[config.mk]
export PLATFORM = sky130hd
export DESIGN_NAME = seq_pattern_tx
export DESIGN_NICKNAME = d
export VERILOG_FILES = /design/src/rtl/seq_pattern_tx.sv
export SDC_FILE = /design/constraint.sdc
export NUM_CORES = 1
export LEC_CHECK = 0
export CORE_MARGIN = 2
export CORE_UTILIZATION = 54
export DETAILED_ROUTE_END_ITERATION = 12
export PLACE_DENSITY = 0.83
export SYNTH_ARGS = -nofsm -noshare
export SYNTH_HDL_FRONTEND = slang
export SYNTH_SLANG_ARGS = --single-unit
[constraint.sdc]
create_clock -name clk -period 4.42 [get_ports clk]
set_input_delay 0.442 -clock clk [delete_from_list [all_inputs] [get_ports clk]]
set_output_delay 0.442 -clock clk [all_outputs]
set_load 0.01 [all_outputs]
[src/rtl/seq_pattern_tx.sv]
// rtl/seq_pattern_tx.sv - serial pattern transmitter (Moore FSM), MSB-first, programmable repeats
//
// Purpose: shifts a PAT_W-bit pattern out on x, one bit per clock, R = repeat_cnt+1
//          times. The stream feeds the overlapping "1001" sequence detector.
// Optional feature macro: SEQ_PATTERN_TX_GAP_EN
//          defined   -> GAP_LEN zero bits (valid=1) separate repetitions
//          undefined -> repetitions are sent back-to-back
// Ports:
//   clk         clock, all logic on posedge
//   clear_n     synchronous active-low reset
//   start       begin a transmission (sampled only in IDLE)
//   repeat_cnt  repetitions minus 1, sampled with start
//   pat_load    load pat_in into the pattern register (IDLE only)
//   pat_in      new pattern value
//   abort       terminate a transmission in SEND/GAP without done
//   x           serial data bit
//   valid       x carries a pattern or gap bit
//   frame       high on the MSB of each repetition
//   busy        FSM is in SEND or GAP
//   done        one-cycle pulse after the final bit
module seq_pattern_tx #(
    parameter int               PAT_W   = 4,
    parameter logic [PAT_W-1:0] PATTERN = 4'b1001,
    parameter int               CNT_W   = 4,
    parameter int               GAP_LEN = 1
) (
    input  logic             clk,
    input  logic             clear_n,
    input  logic             start,
    input  logic [CNT_W-1:0] repeat_cnt,
    input  logic             pat_load,
    input  logic [PAT_W-1:0] pat_in,
    input  logic             abort,
    output logic             x,
    output logic             valid,
    output logic             frame,
    output logic             busy,
    output logic             done
);

    typedef enum logic [1:0] {S_IDLE, S_SEND, S_GAP, S_DONE} state_t;

    localparam int             IDX_W   = $clog2(PAT_W);
    localparam logic [IDX_W-1:0] MSB_IDX = IDX_W'(PAT_W - 1);

    state_t           state_q;
    logic [PAT_W-1:0] pat_q;      // programmable pattern register
    logic [PAT_W-1:0] snap_q;     // pattern frozen for the in-flight transmission
    logic [IDX_W-1:0] bit_idx_q;  // index of the bit currently on x
    logic [CNT_W-1:0] reps_q;     // repetitions still to send after the current one
    logic             x_q, valid_q, frame_q, busy_q, done_q;

`ifdef SEQ_PATTERN_TX_GAP_EN
    localparam int GAP_W = (GAP_LEN > 1) ? $clog2(GAP_LEN) : 1;
    logic [GAP_W-1:0] gap_q;      // gap cycles remaining after the current one
`else
    localparam int unused_gap_len = GAP_LEN;
`endif

    always_ff @(posedge clk) begin
        if (!clear_n) begin
            state_q   <= S_IDLE;
            pat_q     <= PATTERN;
            snap_q    <= '0;
            bit_idx_q <= '0;
            reps_q    <= '0;
            x_q       <= 1'b0;
            valid_q   <= 1'b0;
            frame_q   <= 1'b0;
            busy_q    <= 1'b0;
            done_q    <= 1'b0;
`ifdef SEQ_PATTERN_TX_GAP_EN
            gap_q     <= '0;
`endif
        end else begin
            case (state_q)
                S_IDLE: begin
                    x_q     <= 1'b0;
                    valid_q <= 1'b0;
                    frame_q <= 1'b0;
                    busy_q  <= 1'b0;
                    done_q  <= 1'b0;
                    if (pat_load) pat_q <= pat_in;
                    if (start) begin
                        // A simultaneous load wins: the transmission uses pat_in.
                        snap_q    <= pat_load ? pat_in : pat_q;
                        x_q       <= pat_load ? pat_in[PAT_W-1] : pat_q[PAT_W-1];
                        reps_q    <= repeat_cnt;
                        bit_idx_q <= MSB_IDX;
                        valid_q   <= 1'b1;
                        frame_q   <= 1'b1;
                        busy_q    <= 1'b1;
                        state_q   <= S_SEND;
                    end
                end
                S_SEND: begin
                    if (abort) begin
                        state_q <= S_IDLE;
                        x_q     <= 1'b0;
                        valid_q <= 1'b0;
                        frame_q <= 1'b0;
                        busy_q  <= 1'b0;
                    end else if (bit_idx_q != '0) begin
                        bit_idx_q <= bit_idx_q - 1'b1;
                        x_q       <= snap_q[bit_idx_q - 1'b1];
                        frame_q   <= 1'b0;
                    end else if (reps_q != '0) begin
                        reps_q <= reps_q - 1'b1;
`ifdef SEQ_PATTERN_TX_GAP_EN
                        if (GAP_LEN > 0) begin
                            state_q <= S_GAP;
                            gap_q   <= GAP_W'(GAP_LEN - 1);
                            x_q     <= 1'b0;
                            frame_q <= 1'b0;
                        end else
`endif
                        begin
                            bit_idx_q <= MSB_IDX;
                            x_q       <= snap_q[PAT_W-1];
                            frame_q   <= 1'b1;
                        end
                    end else begin
                        state_q <= S_DONE;
                        x_q     <= 1'b0;
                        valid_q <= 1'b0;
                        frame_q <= 1'b0;
                        busy_q  <= 1'b0;
                        done_q  <= 1'b1;
                    end
                end
`ifdef SEQ_PATTERN_TX_GAP_EN
                S_GAP: begin
                    if (abort) begin
                        state_q <= S_IDLE;
                        valid_q <= 1'b0;
                        busy_q  <= 1'b0;
                    end else if (gap_q != '0) begin
                        gap_q <= gap_q - 1'b1;
                    end else begin
                        state_q   <= S_SEND;
                        bit_idx_q <= MSB_IDX;
                        x_q       <= snap_q[PAT_W-1];
                        frame_q   <= 1'b1;
                    end
                end
`endif
                S_DONE: begin
                    state_q <= S_IDLE;
                    x_q     <= 1'b0;
                    valid_q <= 1'b0;
                    frame_q <= 1'b0;
                    busy_q  <= 1'b0;
                    done_q  <= 1'b0;
                end
                default: begin
                    state_q <= S_IDLE;
                    x_q     <= 1'b0;
                    valid_q <= 1'b0;
                    frame_q <= 1'b0;
                    busy_q  <= 1'b0;
                    done_q  <= 1'b0;
                end
            endcase
        end
    end

    assign x     = x_q;
    assign valid = valid_q;
    assign frame = frame_q;
    assign busy  = busy_q;
    assign done  = done_q;

endmodule

* Word-level counts from Yosys, hierarchy flattened
Index checks and enable logic that the tools add are counted.
** Storage, ports and cells
- Bits in registers :: 20
- Bits in latches :: 0
- Bits in writable memories :: 0
- ROM bits :: 0
- Bits of input ports :: 13
- Output and inout bits :: 5
- Word-level logic and storage cells :: 67
- Memories :: 0
** Cells by class
- Add/sub/neg operators :: 2
- Multiply operators :: 0
- Divide/modulo/power cells :: 0
- Magnitude comparators :: 1
- Eq/ne operators :: 8
- Shift operators :: 0
- Muxes and demuxes :: 33
- Bitwise operators :: 3
- Reduce and logical (&&, ||, !) cells :: 11
** Operator list (number)
- 2-to-1 mux 4 bit :: 5
- 2-to-1 mux 2 bit :: 8
- 2-to-1 mux 1 bit :: 13
- inequality test 3 bit (second input constant) :: 3
- inequality test 2 bit (second input constant) :: 4
- one-hot mux 2 bit (2 select lines) :: 2
- one-hot mux 4 bit (2 select lines) :: 1
- one-hot mux 1 bit (2 select lines) :: 3
- AND reduction 2 bit :: 3
- AND reduction 3 bit :: 2
- AND reduction 5 bit :: 1
- AND reduction 4 bit :: 1
- nonzero test 2 bit :: 2
- nonzero test 4 bit :: 1
- subtractor 4 x 1 -> 4 bit (second input constant) :: 1
- < comparator 2 x 3 -> 1 bit (second input constant) :: 1
- NOT 1 bit :: 3
- binary-select mux 1 bit (select 2 bit) :: 1
- == test 2 x 1 -> 1 bit (second input constant) :: 1
- logical NOT 2 bit :: 1
- subtractor 2 x 1 -> 2 bit (second input constant) :: 1

* Logic depth before layout (Yosys ltp)
Gate-level depths: netlist of the first run.
- Depth in word-level cells :: 6
- Gate-level depth with buffers :: 6
- Depth with buffers taken out :: 6

* Worst setup path before layout of the first run
Ideal clock, no wire load.
- Path type :: flip-flop to flip-flop
- Start point :: register bit_idx_q[0]
- End point :: register x_q (netlist: x)
- Library setup time :: 0.126 ns
- Data arrival time :: 1.557 ns
- Data required time :: 4.294 ns
- Setup slack :: 2.737 ns
- Cell stages (with the launch flop) :: 7
- Buffers on the path :: 0
- Clock period less this slack :: 1.683 ns
- Cell sequence :: dfxtp_1 inv_1 ha_1 mux4_2 nor2b_1 a311oi_1 nor4b_1
** On the way
- Word-level cells in the longest chain between the ends :: 6
- Elaborated cells between the ends (all ways) :: 7
- Classes of those cells :: add/sub (1); mux (5); reduce/logical (1)
** Ends and longest elaborated chain
- start: declaration :: line 49 : logic [IDX_W-1:0] bit_idx_q;
- start signal: assignment :: line 104 : bit_idx_q <= bit_idx_q - 1'b1;
- subtractor 2 x 1 -> 2 bit :: line 105 : x_q <= snap_q[bit_idx_q - 1'b1];
- binary-select mux 1 bit (select 2 bit) :: line 105
- 2-to-1 mux 1 bit (implied by the code) :: line 105
- 2-to-1 mux 1 bit (*) :: line 103 : end else if (bit_idx_q != '0) begin
- 2-to-1 mux 1 bit (*) :: line 97 : if (abort) begin
- one-hot mux 1 bit (2 select lines) (*) :: line 76 : case (state_q)
- end signal: assignment :: line 87 : x_q <= pat_load ? pat_in[PAT_W-1] : pat_q[PAT_W-1];
- end signal: assignment :: line 105
- end signal: assignment :: line 119 : x_q <= snap_q[PAT_W-1];
- end: declaration :: line 51 : logic x_q, valid_q, frame_q, busy_q, done_q;
Every way passes the cells marked *; elsewhere a longest branch is shown, timed or not. The select of a mux whose other input is x is not followed.
A chain may end at the register's enable or synchronous reset.

* Worst setup path after layout of the first run
- Start point :: input port start
- End point :: register reps_q[1]
** On the way
- Word-level cells in the longest chain between the ends :: 2
** Ends and longest elaborated chain
- start: declaration :: line 29 : input logic start,
- inequality test 2 bit (no line)
- AND reduction 5 bit (no line)
- end signal: assignment :: line 88 : reps_q <= repeat_cnt;
- end signal: assignment :: line 108 : reps_q <= reps_q - 1'b1;
- end: declaration :: line 50 : logic [CNT_W-1:0] reps_q;
Every way passes these cells.

==> results of run 1 <==
-- path summary, 6_finish.rpt --
kind | start | end | slack [ps] | depth (start not counted)
setup / recovery | start | reps_q[1] | 2430 | 5
setup reg to reg | state_q[1] | reps_q[1] | 2570 | 4
hold / removal | pat_q[0] | pat_q[0] | 490 | 2
hold reg to reg | pat_q[0] | pat_q[0] | 490 | 2
-- per-layer routing --
metal	GRT usage, %	vias to the layer above	part of all wire, %
met5	0	-	0
met4	10.00	0	2.3
met3	2.692	5	3.1
met2	33.15	18	47
met1	27.27	378	47
li1	-	402	-
-- power by group --
part | switching (mW) | total [mW] | internal [mW]
sequential | 0.00950 | 0.204 | 0.195
combinational | 0.0459 | 0.0957 | 0.0497
clock | 0.0593 | 0.151 | 0.0918
-- logic make-up after synthesis --
family / synth area share (%)
adder cells (fa/ha/maj): 2.484
flip-flops: 39.75
AO/OA/AOI/OAI: 16.90
multiplexers: 11.18
buffers and inverters: 4.969
AND/OR/NAND/NOR: 24.72
-- flip-flops by register name (all words and copies together) (netlist names) --
register   count
bit_idx_q      2
busy           1
done           1
frame          1
pat_q          4
reps_q         4
snap_q         4
state_q        2
x              1
-- layout by cell type (no fill, tap or decap), types with 2 or more instances in the layout --
cell type,instances
a21boi_1,2
a21oi_1,5
clkbuf_4,3
clkdlybuf4s50_1,17
dfxtp_1,20
ha_1,2
inv_1,5
mux2i_1,9
nand2_1,10
nor2_1,6
nor2b_1,7
nor3b_1,2
nor3b_2,2
o211a_1,3
o21ai_0,2
o311a_1,2
or3_1,2
-- critical path, cell delays in order --
cell and delay [ps]:
clkdlybuf4s50_1 470, nor3b_2 690, a31oi_4 110, a211o_1 300
and3_1 180
-- layout make-up --
class | count | area (um^2) | share of cell area (%)
tap | 25 | 31.28 | 2.543
inverter | 5 | 18.77 | 1.526
timing repair buffer | 17 | 170.2 | 13.84
clock inverter | 1 | 30.03 | 2.442
clock buffer | 3 | 22.52 | 1.831
sequential | 20 | 400.4 | 32.55
multi-input combinational | 73 | 556.8 | 45.27
-- metrics by stage --
stage	power, mW	util (%)
4_1_cts	0.4544	70.47
6_report	0.4508	70.47
3_3_place_gp	0.2986	67.46
5_1_grt	0.4743	70.47
3_5_place_dp	0.3031	67.46
2_1_floorplan	0.2734	-
==> metrics.md, run 1 <==
| Metric | Value |
|---|---|
| Largest net degree at the start of global routing | 21 |
| Vias | 803 |
| GP Congestion | 0.8286 |
| DR DRC count | 0 |
| Boundary Pins | 18 |
| Clk sinks | 20 |
| Slew Viols, Final | 0 |
| Pre-CTS WS | 2115 ps |
| Port-buffer cells | 17 |
| Hold Path Class | flop to flop |
| Vias in the first global route | 731 |
| Setup Skew | 4.278 ps |
| Core area | 1745 um^2 |
| RSZ-0062 raised after global routing | no |
| Dominant cells by area after synthesis | dfxtp_1 (40%), mux2i_1 (8.9%), nor2b_1 (4.3%), nand2_1 (3.7%), o211a_1 (3.0%) |
| Die Ht | 47.19 um |
| DP HPWL | 1373 um |
| Setup CP Type | input port to flop |
| Final cycle utilization of the critical path | 45.06% |
| PD cells | 366.5 nW/um^2 |
| Relative max-transition margin | 44.38% |
| Initial core utilization | 57.71% |
| Post-route ant nets | 0 |
| FMAX | 0.5021 GHz |
| Final Hold Viols | 0 |
| Post-synth ARST share | 0% |
| Fill count | 135 |
| Die area | 2227 um^2 |
| Post-CTS setup repair buffer count | 0 |
| EDFF count, synth | 0 |
| Post-synth top area share | 39.75% |
| Ys Warns | 0 |
| Worst Path Arrival | 2200 ps |
| CP Max Fanout | 13 |
| DR vias/cell | 5.576 |
| Htree depth | 1 |
| Worst setup SP type | input port |
| Synth cell count leaders | dfxtp_1 (20), nand2_1 (10), mux2i_1 (9) |
| 1st-iter DRT viols | 20 |
| CTS Root Cell | clkbuf_4 |
| Setup TNS | 0 ps |
| Area growth syn-to-layout | 22.11% |
| Worst Setup End Kind | flop |
| Gate Count Post-Synth | 105 |
| Wire per inst | 13.40 um |
| Drt total wl | 1930 um |
| Synth area leader | dfxtp_1 |
| Area post-placement | 1177 um^2 |
| Clock slew seen by the registers of the worst setup and hold paths | 120 ps |
| Most used DFF post-synth | dfxtp_1 |
| Seq/Total Area, Yosys | 39.75% |
| Worst setup margin | 2428 ps |
| Worst-Skew Late Latency | 310 ps |
| #FFs+latches synth | 20 |
| Lkg Pwr | 0.5098 nW |
| Max cap viols | 0 |
| First-pass GRT wire length | 3187 um |
| Die X | 47.19 um |
| Finished Layout Cells | 144 |
| Final instance area | 1230 um^2 |
| DP Cell Count | 140 |
| Total grt overflow | 0 |
| Final min period | 1992 ps |
| CTS resizes | 0 |
| DR pass1 iterations | 4 |
| Top-count cell post-synth | dfxtp_1 |
| Layout cells sized above 1 | 7.563% |
| Max VDD drop | 0.0002181 V |
| CTS tree | built |
| Worst-Margin Slew | 830.7 ps |
| Diodes inserted | 0 |
| Setup-failing EPs final | 0 |
| Fin Hold WS | 488.3 ps |
| Syn nets | 120 |
| Status | finished clean |
| Netlist cell types | 37 |
| Hold_buf cts | 0 |
| Global Route Usage Sum | 20.64% |
| Post-Syn Area per Cell | 9.593 um^2 |
| Number of nets in the layout | 135 |
| Mapped Area | 1007 um^2 |
| Initial antenna violation count | 0 |
| Max Root-Sink Buffers | 2 |
| Required @ worst endpoint | 4630 ps |
| CTS Buf Count | 3 |
| Std-Cell Rows | 15 |
Power figures use the tool's default switching activity.
==> run 2, diff against run 1 <==
--- a/config.mk
+++ b/config.mk
@@ -6,9 +6,9 @@
 export NUM_CORES = 1
 export LEC_CHECK = 0
 export CORE_MARGIN = 2
-export CORE_UTILIZATION = 54
+export CORE_UTILIZATION = 50
 export DETAILED_ROUTE_END_ITERATION = 12
-export PLACE_DENSITY = 0.83
+export PLACE_DENSITY = 0.77
 export SYNTH_ARGS = -nofsm -noshare
 export SYNTH_HDL_FRONTEND = slang
 export SYNTH_SLANG_ARGS = --single-unit
==> constraint.sdc (replaced) <==
create_clock -name clk -period 1.95 [get_ports clk]
set_input_delay 0.195 -clock clk [delete_from_list [all_inputs] [get_ports clk]]
set_output_delay 0.195 -clock clk [all_outputs]
set_load 0.01 [all_outputs]
==> metrics.md, run 2 (same netlist as run 1, synthesis figures left out) <==
| Metric | Value |
|---|---|
| Status | finished clean |
| CTS Buf Count | 3 (unchanged) |
| Wire per inst | 13.57 um (+1.2%) |
| Worst Setup SP | bit_idx_q[0] |
| Register share of total power | 50.1% (+4.8 points) |
| Critical path buffers and inverters | 1 (unchanged) |
| CTS Root Cell | clkbuf_4 |
| Worst setup margin | 140.0 ps (-2288 ps) |
| Setup TNS | 0 ps (unchanged) |
| Die X | 48.88 um (+3.6%) |
| Layout cells sized above 1 | 9.917% (+2.4 points) |
| DR DRC count | 0 (unchanged) |
| Initial core utilization | 52.41% (-5.3 points) |
| FMAX | 0.5525 GHz |
| Post-route ant nets | 0 (unchanged) |
| DR pass1 iterations | 4 (unchanged) |
| Die Ht | 48.88 um (+3.6%) |
| Total grt overflow | 0 (unchanged) |
| Vias | 801 (-0.25%) |
| Setup CP Type | flop to flop |
| Worst stage delay on the critical path | 490 ps (-200 ps) |
| Family with the most delay on the worst path | multiplexers |
| RSZ-0062 raised after global routing | no |
| Global Route Usage Sum | 18.50% (-2.1 points) |
| Max cap viols | 0 (unchanged) |
| Drt total wl | 2008 um (+4.0%) |
| DP Cell Count | 144 (+2.9%) |
| Area post-placement | 1195 um^2 (+1.5%) |
| Logic pwr share | 24.2% (+3.0 points) |
| Fill count | 185 (+37%) |
| Slew Viols, Final | 0 (unchanged) |
| Clock slew seen by the registers of the worst setup and hold paths | 110 ps (about the same) |
| CTS tree | built |
| Required @ worst endpoint | 2140 ps (-2490 ps) |
| Area growth syn-to-layout | 22.86% |
| Largest net degree at the start of global routing | 16 (-24%) |
| Worst setup SP type | flop |
| HP Start | pat_q[0] |
| Number of nets in the layout | 137 (+1.5%) |
| Net Sw Frac | 27.32% (+1.9 points) |
| Setup Skew | 6.700 ps (+2.423 ps) |
| Pint | 0.6721 mW (+100%) |
| Worst Setup End Kind | flop |
| Worst Reg2Reg Path Length in Cells | 6 (+2) |
| Initial antenna violation count | 0 (unchanged) |
| Fin Hold WS | 485.2 ps (-3.065 ps) |
| Psw | 0.2527 mW (+120%) |
| Die area | 2389 um^2 (+7.3%) |
| Port-buffer cells | 17 (unchanged) |
| Vias in the first global route | 774 (+5.9%) |
| Critical path depth in cells | 6 (+1) |
| Worst Path Arrival | 2000 ps (-200 ps) |
| PD cells | 747.3 nW/um^2 (+100%) |
| DP HPWL | 1484 um (+8.0%) |
| Std-Cell Rows | 16 (+1) |
| Setup-failing EPs final | 0 (unchanged) |
| Max Root-Sink Buffers | 2 (unchanged) |
| Final min period | 1810 ps |
| Hold depth | 2 (unchanged) |
| Slowest cell on crit path | mux4_2 |
| Clk sinks | 20 (unchanged) |
| Crit-path cells | inv_1 -> ha_1 -> mux4_2 -> nor2b_1 -> a311oi_2 -> nor4b_1 |
| GP Congestion | 0.7879 (-4.9%) |
| DR vias/cell | 5.412 (-2.9%) |
| Pre-CTS WS | 167.3 ps (-1948 ps) |
| Most frequent cells in the layout | dfxtp_1 (20), clkdlybuf4s50_1 (17), nand2_1 (10) |
| Worst R2R Start | bit_idx_q[0] |
| Hold Path Class | flop to flop |
| Biggest regs | pat_q (4), reps_q (4), snap_q (4) |
| Clock share of power | 25.7% (-7.8 points) |
| CP Max Fanout | 3 (-10) |
| 1st-iter DRT viols | 9 (-55%) |
| Worst-Skew Late Latency | 300 ps (about the same) |
| Boundary Pins | 18 (unchanged) |
| Finished Layout Cells | 148 (+2.8%) |
| Lkg Pwr | 0.5139 nW (+0.81%) |
| First-pass GRT wire length | 3408 um (+6.9%) |
| Final cycle utilization of the critical path | 92.82% |
| Final Hold Viols | 0 (unchanged) |
| Final instance area | 1237 um^2 (+0.61%) |
| Core area | 1922 um^2 (+10%) |
| Hold_buf cts | 0 (unchanged) |
| Diodes inserted | 0 (unchanged) |
| Htree depth | 1 (unchanged) |
| Relative max-transition margin | 69.94% (+26 points) |
| Worst-Margin Slew | 449.0 ps (-381.7 ps) |
| Max VDD drop | 0.0005802 V (+170%) |
| Commonest non-fill, non-tap cell in the layout | dfxtp_1 |
==> run 2: final cells by class <==
cell class | count | area, um^2 | share of cell area [%]
Multi-Input combinational cell | 73 | 563.0 | 45.50
Sequential cell | 20 | 400.4 | 32.36
Timing Repair Buffer | 19 | 185.2 | 14.96
Clock buffer | 4 | 36.28 | 2.932
Tap cell | 27 | 33.78 | 2.730
Inverter | 5 | 18.77 | 1.517
==> run 2: tightest hold or removal path, stage by stage (launching register included) <==
cell	delay, ps
dfxtp_1	340
mux2i_1	60
nand2_1	60
==> run 2: timing repair <==
action,CTS,global route
setup endpoints to repair,0,1
setup buffers,0,0
resized for setup,0,1
==> run 2: final timing paths <==
| path | slack [ps] | end |
|---|---|---|
| max | 140 | x |
| min reg2reg | 490 | pat_q[0] |
| min | 490 | pat_q[0] |
| max reg2reg | 140 | x |
==> run 2: layer usage <==
metal	GRT usage, %	vias up	wire length (um)
li1	-	404	-
met1	21.77	380	911
met4	8.571	0	33
met2	31.74	13	1004
met3	4.294	4	58
met5	0	-	0
==> run 2: power groups by stage <==
stage / registers, mW / logic [mW] / clock network, mW
2_1_floorplan: 0.468 / 0.152 / 0
4_1_cts: 0.463 / 0.220 / 0.243
6_report: 0.463 / 0.224 / 0.237
3_5_place_dp: 0.472 / 0.219 / 0
3_3_place_gp: 0.471 / 0.210 / 0
5_1_grt: 0.467 / 0.248 / 0.260
==> run 2: stage by stage <==
stage	util, %	total power [mW]
after global routing	64.39	0.9749
after floorplan	-	0.6197
final	64.39	0.9247
after CTS	64.06	0.9268
after global placement	62.17	0.6811
after detailed placement	62.17	0.6910
